$ cat src/rtl/branch_predictor.sv
// Bimodal branch direction predictor: registered lookup from fetch PC, 2-bit saturating counters trained at resolve.
// Optional gshare hashing with a global history register when BRANCH_PREDICTOR_GSHARE_EN is defined.
module branch_predictor #(
    parameter int INDEX_BITS = 6
) (
    input  logic                  clk,
    input  logic                  reset,
    input  logic                  stall_in,
    input  logic                  lookup_valid_in,
    input  logic [63:0]           lookup_pc_in,
    output logic                  predicted_valid_out,
    output logic                  predicted_taken_out,
    output logic [INDEX_BITS-1:0] predicted_index_out,
    input  logic                  update_valid_in,
    input  logic [INDEX_BITS-1:0] update_index_in,
    input  logic                  update_taken_in
);

    localparam int unsigned ENTRIES = 1 << INDEX_BITS;

    logic [1:0]            ctr [ENTRIES];
    logic [INDEX_BITS-1:0] idx;
    logic [1:0]            upd_cur;
    logic [1:0]            upd_next;
    logic                  unused_pc;

    assign unused_pc = ^{lookup_pc_in[63:INDEX_BITS+2], lookup_pc_in[1:0]};

`ifdef BRANCH_PREDICTOR_GSHARE_EN
    logic [INDEX_BITS-1:0] ghr;

    // History advances only on resolved branches, so it never needs repair.
    always_ff @(posedge clk) begin
        if (reset) begin
            ghr <= '0;
        end else if (update_valid_in) begin
            ghr <= {ghr[INDEX_BITS-2:0], update_taken_in};
        end
    end

    assign idx = lookup_pc_in[INDEX_BITS+1:2] ^ ghr;
`else
    assign idx = lookup_pc_in[INDEX_BITS+1:2];
`endif

    always_comb begin
        upd_cur  = ctr[update_index_in];
        upd_next = upd_cur;
        if (update_taken_in) begin
            if (upd_cur != 2'b11) begin
                upd_next = upd_cur + 2'd1;
            end
        end else begin
            if (upd_cur != 2'b00) begin
                upd_next = upd_cur - 2'd1;
            end
        end
    end

    always_ff @(posedge clk) begin
        if (reset) begin
            for (int unsigned i = 0; i < ENTRIES; i++) begin
                ctr[i] <= 2'b01;
            end
        end else if (update_valid_in) begin
            ctr[update_index_in] <= upd_next;
        end
    end

    // Lookup reads the table before this edge's update lands: no bypass.
    always_ff @(posedge clk) begin
        if (reset) begin
            predicted_valid_out <= 1'b0;
            predicted_taken_out <= 1'b0;
            predicted_index_out <= '0;
        end else if (!stall_in) begin
            predicted_valid_out <= lookup_valid_in;
            predicted_taken_out <= lookup_valid_in & ctr[idx][1];
            predicted_index_out <= idx;
        end
    end

endmodule

$ cat config.mk
export PLATFORM = sky130hd
export DESIGN_NAME = branch_predictor
export DESIGN_NICKNAME = d
export VERILOG_FILES = /design/src/rtl/branch_predictor.sv
export SDC_FILE = /design/constraint.sdc
export NUM_CORES = 1
export LEC_CHECK = 0
export CORE_MARGIN = 2
export CORE_UTILIZATION = 25
export CTS_BUF_LIST = sky130_fd_sc_hd__clkbuf_4 sky130_fd_sc_hd__clkbuf_8
export CTS_CLUSTER_SIZE = 24
export DETAILED_ROUTE_END_ITERATION = 8
export MAX_ROUTING_LAYER = met4
export PLACE_DENSITY = 0.38
export SLEW_MARGIN = 15
export SYNTH_ARGS = -nofsm -noshare
export SYNTH_HDL_FRONTEND = slang
export SYNTH_SLANG_ARGS = --single-unit
$ cat constraint.sdc
create_clock -name clk -period 3.4 [get_ports clk]
set_clock_uncertainty 0.15 [all_clocks]
set_input_delay 0.34 -clock clk [delete_from_list [all_inputs] [get_ports clk]]
set_output_delay 0.34 -clock clk [all_outputs]
set_load 0.005 [all_outputs]
==> flow_summary.ini <==
[run_status]
run_status = completed

[cells_and_area]
drive_gt1_share_pct = 24.3
synthToLayoutAreaGrowth_pct = 16.9
final.fill_count = 3078
nNetsFinal = 737
n_antenna_cell = 0

[yosys]
yosysMostFrequentCell = edfxtp_1
synthTopCellsByCount = edfxtp_1 (128), nor2_1 (53), nand2_1 (50), nand3_1 (50), nor3_1 (50)
synth-simple-area-share_pct = 18.8
yosysWarnings = 0
synth_sequential_area_ratio_pct = 53.1
async_set_or_reset_register_ratio_after_synthesis_pct = 0
synth.mux.area_fraction_pct = 15.0
synth-edff-count = 128
netlist_area_mm2 = 0.00754
post-synth-top-area-cell = edfxtp_1
largest_family_of_logic_cells_by_synthesized_area = simple AND/OR/NAND/NOR gates
synth-adder-area-share_pct = 0.282
synth-main-ff-cell = edfxtp_1
synth_xor_xnor_area_share_pct = 0
syn-num-nets = 707
synth.distinct_cells = 51
area_fraction_in_compound_gates_after_synthesis_pct = 7.37
yosys-top-cells-area = edfxtp_1 (51%), mux4_2 (9.6%), mux2i_1 (5.2%)
synth_top_area_share_pct = 51.0
synthesis.instances = 631
ys_ff_latch = 136
synth_area_per_cell_um2 = 11.9

[route]
wirelength_um = 23700
routedWlPerCell_um = 22.3
post-route-drc-count = 0
drt_pre_antenna_iters = 5
route.antenna.remaining_nets = 0
avgViaCountPerCell = 4.96
vias_after_detailed_routing = 5276
drt_first_iter_violations = 499

[clock_network]
cts_hold_buffers = 0
root_buffer = clkbuf_8
numClockSinks = 136
htree_levels = 4
cts_max_path_buffers = 2
cts_resized = 0
postCtsSetupRepairBufs = 0
clkLatencyLatePin_ps = 450
tritoncts.num_buffers = 17
cts.clk_slew.worst_paths_ps = 80
tritoncts = done

[sta]
setup_viol_count_final = 0
rsz0062_at_grt = false
post_route_setup_tns_ps = 0
worst_hold_slack_ps = 345
final_report_hold_violation_count = 0
achievable_clock_frequency_ghz = 0.341
layout_min_cycle_time_ps = 2930
max_slew_margin_pct = 52.5
timing.final.max_slew_violations = 0
worstMarginPinSlew_ps = 708
period_share_pct = 86.2

[die]
floorplan.initialDensity_pct = 25.4
die_h_um = 178
floorplan.core_area_mm2 = 0.0296
chip_width_um = 178
fp.dieArea_mm2 = 0.0316
row_count = 63
io_pins = 84

[global_route]
total_routing_usage_gr_pct = 16.2
global_route.overflow_total = 0
first_pass_grt_wire_length_um = 35700
grt_max_degree = 60
number_of_global_route_vias_before_repair = 5433
antenna_found_initial = 0

[power_and_ir_drop]
maximum_vdd_drop_mv = 0.265
power_per_cell_area_mw_per_mm2 = 452
p_leak_nw = 2.91

[hold_path]
hold_ep = predicted_taken_out
worstHoldPathCells = 2
min_path_type = register to register
hold_path.startpoint = predicted_taken_out

[critical_path]
worstReg2RegStart = ctr[33][1]
path_class = input pin to register
r2r_cells = 8
cp_slowest_cell = buf_2
crit_arrival_ps = 2970
timing.critical_path.from_type = input pin
crit_path_end_kind = register
path_common_cell = mux2i_1
critical_path_peak_fanout = 38
r2r-end = ctr[45][0]
r2r_setup_slack_ps = 570
timing.critical_path.cells = buf_2, buf_4, mux2i_1, mux2i_1, a211oi_1, o22ai_1, nor4_2, maj3_2, buf_12, nand3_1
path_buf_inv = 3
crit_path_max_incr_delay_ps = 430
cp_top_family = buffers and inverters
required_ps = 3440

[place]
hpwl_um = 16600
routabilityCongestion = 0.798
port-buffer-count = 25

[flow_run]
maxCapViolCount = 0
==> cell type report <==
class | instances | area, um^2 | area share (%)
flip-flops and latches | 136 | 4000 | 45.4
clock inverters | 14 | 195 | 2.21
well taps | 390 | 488 | 5.54
inverters | 3 | 11.3 | 0.128
clock buffers | 18 | 241 | 2.74
repair buffers | 77 | 746 | 8.46
multi-input cells | 426 | 3130 | 35.5
==> per-stage QoR <==
step / cell area, um^2 / setup WS, ps / cells / utilization (%) / power [W]
2_1_floorplan: 7540 / 760 / 631 / - / 0.00230
3_3_place_gp: 8380 / 76.8 / 1032 / 28.3 / 0.00250
3_5_place_dp: 8380 / 58.0 / 1032 / 28.3 / 0.00251
4_1_cts: 8820 / 536 / 1064 / 29.7 / 0.00403
5_1_grt: 8820 / 419 / 1064 / 29.7 / 0.00412
6_report: 8820 / 471 / 1064 / 29.7 / 0.00398
==> layout by cell type (no fill, tap or decap), types with 3 or more instances in the layout <==
cell type / Yosys / layout
o21ai_0: 3 / 3
o22ai_1: 4 / 4
clkdlybuf4s50_1: 0 / 21
dfxtp_1: 8 / 8
a22oi_1: 6 / 6
buf_12: 0 / 10
inv_1: 3 / 3
bufinv_16: 0 / 4
nand2b_1: 14 / 14
buf_2: 13 / 4
buf_4: 4 / 42
nand3_1: 50 / 50
or3b_2: 4 / 4
mux4_2: 32 / 32
a21o_1: 34 / 34
a21oi_1: 8 / 8
nor3_2: 10 / 11
nor2_1: 53 / 53
edfxtp_1: 128 / 128
nor2b_1: 3 / 3
and2_1: 3 / 3
nor3_1: 50 / 49
a211oi_1: 3 / 3
or2_2: 22 / 22
clkbuf_8: 0 / 17
inv_6: 0 / 4
nand2_1: 50 / 50
nand3b_1: 8 / 8
clkinvlp_4: 0 / 3
o211ai_1: 4 / 4
mux2i_1: 39 / 39
==> sequential cells by signal (all words and copies together), names as in the netlist <==
name and cells:
predicted_taken_out 1, predicted_index_out 6, predicted_valid_out 1, ctr 128
==> routing by layer <==
| layer | wire (um) | vias to the layer above | GRT usage (%) |
|---|---|---|---|
| met2 | 11400 | 146 | 25.5 |
| met1 | 10900 | 2665 | 21.1 |
| met3 | 1010 | 22 | 3.21 |
| met5 | 0 | - | - |
| met4 | 485 | 0 | 4.78 |
| li1 | - | 2443 | - |
==> how the worst max path moves through the flow <==
stage | from | endpoint | slack, ps | cells after the start
3_3_place_gp | update_index_in[1] | ctr[20][1] | 80 | 10
3_5_place_dp | update_index_in[1] | ctr[55][0] | 60 | 9
6_report | update_index_in[1] | ctr[45][0] | 470 | 10
4_1_cts | update_index_in[1] | ctr[45][0] | 540 | 9
5_1_grt | update_index_in[1] | ctr[52][0] | 420 | 10
2_1_floorplan | update_index_in[0] | ctr[44][0] | 760 | 13
==> worst min-delay path, delay by kind of cell (launching register included) <==
family,cells,cell delay (ps)
simple gates,1,70
compound gates,1,50
flops,1,340
==> cell families (layout without fill, tap and decap cells) <==
kind of cell	after synthesis	count (layout)
AO/OA/AOI/OAI	75	75
adder cells (fa/ha/maj)	2	2
buffers and inverters	69	112
flip-flops	136	136
multiplexers	73	73
AND/OR/NAND/NOR	276	276
==> report_power, final <==
part           leakage [nW]  total (W)  internal [W]  switching, W
Sequential             1.22    0.00189       0.00187     0.0000221
Clock                 0.212    0.00152      0.000814      0.000706
Combinational          1.48   0.000572      0.000224      0.000348
No activity file was read; power rests on OpenSTA's default activity.
